===== config.mk =====
export PLATFORM = sky130hd
export DESIGN_NAME = score_display
export DESIGN_NICKNAME = d
export VERILOG_FILES = /design/src/rtl/score_pkg.sv /design/src/rtl/score_display_bcd_to_7seg.sv /design/src/rtl/score_display.sv
export SDC_FILE = /design/constraint.sdc
export NUM_CORES = 1
export LEC_CHECK = 0
export CAP_MARGIN = 15
export CORE_AREA = 2 2 150 152
export CTS_BUF_LIST = sky130_fd_sc_hd__clkbuf_2 sky130_fd_sc_hd__clkbuf_4 sky130_fd_sc_hd__clkbuf_8
export CTS_CLUSTER_SIZE = 10
export DETAILED_ROUTE_END_ITERATION = 10
export DIE_AREA = 0 0 152 154
export GPL_ROUTABILITY_DRIVEN = 1
export PLACE_DENSITY = 0.88
export SLEW_MARGIN = 20
export SYNTH_ARGS = -nofsm -noshare
export SYNTH_HDL_FRONTEND = slang
export SYNTH_SLANG_ARGS = --single-unit

===== constraint.sdc =====
create_clock -name clock -period 9.5 [get_ports clock]
set_input_delay 1.9 -clock clock [delete_from_list [all_inputs] [get_ports clock]]
set_output_delay 1.9 -clock clock [all_outputs]
set_load 0.03 [all_outputs]

===== src/rtl/score_pkg.sv =====
// Shared constants, FSM encoding and double-dabble helpers for the score display path.
package score_pkg;

  localparam int SCORE_W        = 32;
  localparam int BCD_INT_DIGITS = 10;
  localparam int BCD_INT_W      = 4 * BCD_INT_DIGITS;

  // Active-low segment patterns, bit order {g,f,e,d,c,b,a}.
  localparam logic [6:0] SEG_BLANK = 7'b1111111;
  localparam logic [6:0] SEG_0     = 7'b1000000;
  localparam logic [6:0] SEG_1     = 7'b1111001;
  localparam logic [6:0] SEG_2     = 7'b0100100;
  localparam logic [6:0] SEG_3     = 7'b0110000;
  localparam logic [6:0] SEG_4     = 7'b0011001;
  localparam logic [6:0] SEG_5     = 7'b0010010;
  localparam logic [6:0] SEG_6     = 7'b0000010;
  localparam logic [6:0] SEG_7     = 7'b1111000;
  localparam logic [6:0] SEG_8     = 7'b0000000;
  localparam logic [6:0] SEG_9     = 7'b0010000;

  typedef enum logic [1:0] {
    IDLE  = 2'd0,
    SHIFT = 2'd1,
    DONE  = 2'd2
  } state_t;

  // Add-3 correction for one BCD nibble before it is doubled by the shift.
  function automatic logic [3:0] dd_adjust(input logic [3:0] nib);
    logic [3:0] res;
    if (nib >= 4'd5) begin
      res = nib + 4'd3;
    end else begin
      res = nib;
    end
    return res;
  endfunction

  // One double-dabble iteration: correct every nibble, then shift in_bit in at the bottom.
  function automatic logic [BCD_INT_W-1:0] dd_step(input logic [BCD_INT_W-1:0] bcd,
                                                   input logic                 in_bit);
    logic [BCD_INT_W:0] wide;
    for (int i = 0; i < BCD_INT_DIGITS; i++) begin
      wide[4*i+1 +: 4] = dd_adjust(bcd[4*i +: 4]);
    end
    wide[0] = in_bit;
    return wide[BCD_INT_W-1:0];
  endfunction

endpackage


===== src/rtl/score_display_bcd_to_7seg.sv =====
// Combinational BCD nibble to active-low seven-segment decoder with a blank override.
module bcd_to_7seg
  import score_pkg::*;
(
  input  logic [3:0] nibble,
  input  logic       blank,
  output logic [6:0] segs
);

  // Map the nibble to its segment pattern; non-decimal codes and blanked digits go dark.
  always_comb begin
    segs = SEG_BLANK;
    if (blank) begin
      segs = SEG_BLANK;
    end else begin
      case (nibble)
        4'd0:    segs = SEG_0;
        4'd1:    segs = SEG_1;
        4'd2:    segs = SEG_2;
        4'd3:    segs = SEG_3;
        4'd4:    segs = SEG_4;
        4'd5:    segs = SEG_5;
        4'd6:    segs = SEG_6;
        4'd7:    segs = SEG_7;
        4'd8:    segs = SEG_8;
        4'd9:    segs = SEG_9;
        default: segs = SEG_BLANK;
      endcase
    end
  end

endmodule


===== src/rtl/score_display.sv =====
// Watches the running score, converts it to BCD one bit per cycle and drives the digit displays.
module score_display
  import score_pkg::*;
#(
  parameter int NUM_DIGITS = 8,
  parameter bit BLANK_LZ   = 1'b1
) (
  input  logic                    clock,
  input  logic                    reset,
  input  logic [SCORE_W-1:0]      score,
  output logic [4*NUM_DIGITS-1:0] digits_bcd,
  output logic [7*NUM_DIGITS-1:0] hex_segs,
  output logic                    busy,
  output logic                    update,
  output logic                    overflow
);

  localparam int DW = 4 * NUM_DIGITS;
  localparam int SW = 7 * NUM_DIGITS;

  // Display pattern for a value of zero: digit 0 lit, the rest blank when blanking is on.
  function automatic logic [SW-1:0] reset_segs();
    logic [SW-1:0] r;
    for (int i = 0; i < NUM_DIGITS; i++) begin
      r[7*i +: 7] = ((i == 0) || !BLANK_LZ) ? SEG_0 : SEG_BLANK;
    end
    return r;
  endfunction

  localparam logic [SW-1:0] SEGS_RST = reset_segs();

  state_t                 state_q, state_d;
  logic [SCORE_W-1:0]     last_score_q, last_score_d;
  logic [SCORE_W-1:0]     shift_q, shift_d;
  logic [BCD_INT_W-1:0]   bcd_q, bcd_d;
  logic [5:0]             cnt_q, cnt_d;
  logic [DW-1:0]          digits_q, digits_d;
  logic [SW-1:0]          segs_q, segs_d;
  logic                   busy_q, busy_d;
  logic                   update_q, update_d;
  logic                   overflow_q, overflow_d;

  logic                   ovf_s;
  logic                   zero_run_s;
  logic [DW-1:0]          digits_new_s;
  logic [NUM_DIGITS-1:0]  blank_s;
  logic [SW-1:0]          segs_new_s;

  // Saturate the finished BCD value to the display width, flagging anything that does not fit.
  always_comb begin
    ovf_s        = 1'b0;
    digits_new_s = '0;
    for (int i = 0; i < BCD_INT_DIGITS; i++) begin
      if (i >= NUM_DIGITS) begin
        ovf_s = ovf_s | (bcd_q[4*i +: 4] != 4'd0);
      end else begin
        ovf_s = ovf_s;
      end
    end
    for (int i = 0; i < NUM_DIGITS; i++) begin
      digits_new_s[4*i +: 4] = ovf_s ? 4'd9 : bcd_q[4*i +: 4];
    end
  end

  // Blank a digit when it and every digit above it are zero; digit 0 always stays lit.
  always_comb begin
    zero_run_s = 1'b1;
    blank_s    = '0;
    for (int i = NUM_DIGITS - 1; i >= 1; i--) begin
      zero_run_s = zero_run_s & (digits_new_s[4*i +: 4] == 4'd0);
      blank_s[i] = BLANK_LZ & ~ovf_s & zero_run_s;
    end
  end

  for (genvar g = 0; g < NUM_DIGITS; g++) begin : g_dec
    bcd_to_7seg u_dec (
      .nibble (digits_new_s[4*g +: 4]),
      .blank  (blank_s[g]),
      .segs   (segs_new_s[7*g +: 7])
    );
  end

  // Conversion FSM next-state: capture a changed score, run 32 shift-add-3 steps, publish.
  always_comb begin
    state_d      = state_q;
    last_score_d = last_score_q;
    shift_d      = shift_q;
    bcd_d        = bcd_q;
    cnt_d        = cnt_q;
    digits_d     = digits_q;
    segs_d       = segs_q;
    busy_d       = busy_q;
    update_d     = 1'b0;
    overflow_d   = overflow_q;
    case (state_q)
      IDLE: begin
        if (score != last_score_q) begin
          shift_d      = score;
          last_score_d = score;
          bcd_d        = '0;
          cnt_d        = 6'd0;
          busy_d       = 1'b1;
          state_d      = SHIFT;
        end else begin
          busy_d  = 1'b0;
          state_d = IDLE;
        end
      end
      SHIFT: begin
        bcd_d   = dd_step(bcd_q, shift_q[SCORE_W-1]);
        shift_d = {shift_q[SCORE_W-2:0], 1'b0};
        cnt_d   = cnt_q + 6'd1;
        busy_d  = 1'b1;
        if (cnt_q == 6'd31) begin
          state_d = DONE;
        end else begin
          state_d = SHIFT;
        end
      end
      DONE: begin
        digits_d   = digits_new_s;
        segs_d     = segs_new_s;
        overflow_d = ovf_s;
        update_d   = 1'b1;
        busy_d     = 1'b1;
        state_d    = IDLE;
      end
      default: begin
        busy_d  = 1'b0;
        state_d = IDLE;
      end
    endcase
  end

  // State and output registers with synchronous reset.
  always_ff @(posedge clock) begin
    if (reset) begin
      state_q      <= IDLE;
      last_score_q <= '0;
      shift_q      <= '0;
      bcd_q        <= '0;
      cnt_q        <= 6'd0;
      digits_q     <= '0;
      segs_q       <= SEGS_RST;
      busy_q       <= 1'b0;
      update_q     <= 1'b0;
      overflow_q   <= 1'b0;
    end else begin
      state_q      <= state_d;
      last_score_q <= last_score_d;
      shift_q      <= shift_d;
      bcd_q        <= bcd_d;
      cnt_q        <= cnt_d;
      digits_q     <= digits_d;
      segs_q       <= segs_d;
      busy_q       <= busy_d;
      update_q     <= update_d;
      overflow_q   <= overflow_d;
    end
  end

  assign digits_bcd = digits_q;
  assign hex_segs   = segs_q;
  assign busy       = busy_q;
  assign update     = update_q;
  assign overflow   = overflow_q;

endmodule

==> impl_results.md <==
- Status: finished, final reports clean
- WL/cell: 17.8 um
- Period Utilization, post-route: 52.7%
- Number of synthesized flops with an enable pin: 0
- Min Tclk post-route: 5.00 ns
- Fill cells: 1723
- Total GRT Usage: 26.9%
- Total wire length: 32700 um
- RSZ-0062 raised after global routing: false
- VDD IR max: 0.000109 V
- H-tree depth: 2
- Slew margin rel.: 28.0%
- Most used flip-flop cell after synthesis: dfxtp_1
- Num CTS Buffers: 35
- Clk Latency, worst-skew pair: 0.55 ns
- Routed Antenna Nets: 0
- Pwr dens: 143 mW/mm2
- Area growth syn-to-layout: 16.7%
- Syn. warnings: 0
- CP delay by family, top: simple AND/OR/NAND/NOR gates
- Combinational fraction of design power: 9.9%
- Crit-path slowest cell: and4_1
- Post-Layout Cell Count: 1842
- GRT Residual Overflow: 0
- Gpl congestion: 0.858
- CP startpoint kind: input pin
- WP buf/inv: 1
- Largest cells by area after synthesis: dfxtp_1 (34%), nand2_1 (6.6%), ha_1 (6.4%), clkbuf_1 (3.9%), o21ai_0 (3.8%)
- Die H: 154 um
- Tot Pwr: 1.98 mW
- Global-route wire length before repair: 53900 um
- List of most frequent post-synthesis cells: nand2_1 (209), dfxtp_1 (203), clkbuf_1 (122)
- Cell area after synthesis: 0.0118 mm2
- Clk pwr share: 44.3%
- CTS resizes: 0
- Sequential share of the synthesized area: 34.3%
- CTS tree: done
- Post-route cell area: 0.0138 mm2
- Detailed placer's ending HPWL: 20600 um
- Pin count of the biggest net entering global routing: 111
- Crit path max fanout: 29
- Mapped Cells: 1495
- Worst path cell trace: clkdlybuf4s50_1, xor2_1, nor4_1, and4_1, nand2_1, o311ai_0
- Max_cap viols: 0
- RR Startpoint: bcd_q[34]
- Crit path from: score[6]
- Reg power frac: 45.8%
- Vias in the first global route: 11100
- Final Hold Viols: 0
- Hold WC Path Type: register to register
- Pre-antenna DRT Iters: 6
- Rows: 54
- Cell-internal power: 1.46 mW
- Fmax: 200 MHz
- Dpl cell area: 0.0130 mm2
- Yosys cell types: 63
- Initial antenna violation count: 0
- Post-DR vias/cell: 6.32
- Switching portion of total power: 26.3%
- IO Port Bufs: 124
- Leak: 5.29 nW
- Flops & latches, synth: 203
- Crit-path max cell delay: 0.87 ns
- Flop2flop setup slack: 5.03 ns
- Critical path class: input pin to register
- DRT iter0 DRCs: 1113
- IO Pins: 125
- Drc violations: 0
- NetSw: 0.521 mW
- Count leader, synth: nand2_1
- Clk root buf: clkbuf_8
- Synth Net Count: 1590
- Mean Syn Cell Area: 7.92 um2
- Register Area: 0.00406 mm2
- Largest area contributor in the netlist: dfxtp_1
- Maximum buffer depth of the clock tree: 3
- NumNets Final: 1632
- Worst Setup End Kind: register
- Layout cells sized above 1: 6.08%
- Core ar.: 0.0217 mm2
- Hold_buf cts: 0
- Placed Cells: 1780
- Worst hold start: digits_bcd[2]
- Clock transition at the registers of the reported paths: 0.05 ns
- Final Setup Violations: 0
- Vias: 11600
- Share of Yosys cell area claimed by the top area cell type: 34.3%
- N_diodes: 0
- Worst EP arrival: 5.40 ns
- TNS Setup: 0 ns
- Clock skew: 0.0268 ns
- Post CTS Setup Buffer Count: 0
- Max-slew violation count: 0
- Required time of the critical path: 9.89 ns
- Die area: 0.0234 mm2
- Chip width: 152 um
- Sink Count: 203
- Initial Util: 54.6%
- Multi-input logic area: 0.00708 mm2
- Ys async rst share: 0%
- Worst slew pin tran: 1.08 ns
-- worst paths after layout --
kind,end,cells past startpoint
worst max-delay path,bcd_q[26],6
worst min-delay path,digits_bcd[2],2
worst max register to register,hex_segs[11],10
worst min register to register,digits_bcd[2],2
-- state kept, by name, indices dropped and copies added (netlist names) --
name and count:
bcd_q 40, busy 1, cnt_q 6, digits_bcd 32, hex_segs 56, last_score_q 32
overflow 1, shift_q 32, state_q 2, update 1
-- layout by cell type (no fill, tap or decap), types with 5 or more instances in the layout --
cell type and instances:
a311o_1 10, a32o_1 11, dfxtp_1 203, nand3_1 21, clkbuf_4 12, o22a_1 13
mux2i_1 44, inv_1 50, a21oi_1 73, nor4_1 22, xnor2_1 10, a22oi_1 5
buf_4 17, ha_1 59, a31oi_1 14, nor3_1 78, a22o_1 32, clkbuf_8 41
o31ai_1 34, nand2b_1 25, a211oi_1 28, o2111ai_1 5, nor2_1 100, o21ai_0 89
nor3b_1 13, clkdlybuf4s50_1 123, xor2_1 33, or3_1 36, nand4_1 11, o211ai_1 20
nand2_1 208, or4_1 5, a32oi_1 22, o311ai_0 25
-- power groups by stage --
stage | clock network, mW | logic (mW) | registers [mW]
finish | 0.877 | 0.197 | 0.905
global route | 0.922 | 0.215 | 0.908
CTS | 0.882 | 0.193 | 0.905
detailed placement | 0 | 0.192 | 0.922
global placement | 0 | 0.186 | 0.921
floorplan | 0 | 0.137 | 0.918
-- per-stage QoR --
step	hold WS [ns]	util, %	worst slack [ns]
final	0.467	63.7	4.50
after global routing	0.486	63.7	4.30
after CTS	0.464	63.7	4.58
after detailed placement	0.457	60.2	4.02
after global placement	0.451	60.2	4.17
after floorplan	0.442	-	5.98
-- metal layers --
metal	GRT usage (%)	part of all wire, %	vias up
met5	0	0	-
met4	10.4	2.5	0
met3	4.26	7.8	78
met2	44.6	47	578
met1	35.2	43	5460
li1	-	-	5533
-- worst register-to-register path: stages (launching register included) --
cell and delay (ns):
dfxtp_1 0.38, nor4_1 0.80, nand2_1 0.44, buf_4 0.36
nor2_1 0.26, ha_1 0.33, nor3b_1 0.42, nand4_1 0.50
nor4_1 0.66, nand4_1 0.16, nand3_1 0.11
-- kinds of logic (layout without fill, tap and decap cells) --
logic type	Yosys count	after routing	synth area share, %
multiplexers	44	44	3.72
AO/OA/AOI/OAI	412	412	24.5
adder cells (fa/ha/maj)	61	61	6.45
XOR/XNOR	43	43	3.18
AND/OR/NAND/NOR	543	543	21.7
buffers and inverters	189	256	6.16
flip-flops	203	203	34.3
-- cell type report --
| cell class | count | share of cell area, % |
|---|---|---|
| repair buffers | 140 | 9.84 |
| clock inverters | 9 | 0.761 |
| inverters | 54 | 1.47 |
| flip-flops and latches | 203 | 29.4 |
| clock buffers | 53 | 4.74 |
| well taps | 280 | 2.54 |
| multi-input cells | 1103 | 51.2 |
Power figures use the tool's default switching activity.
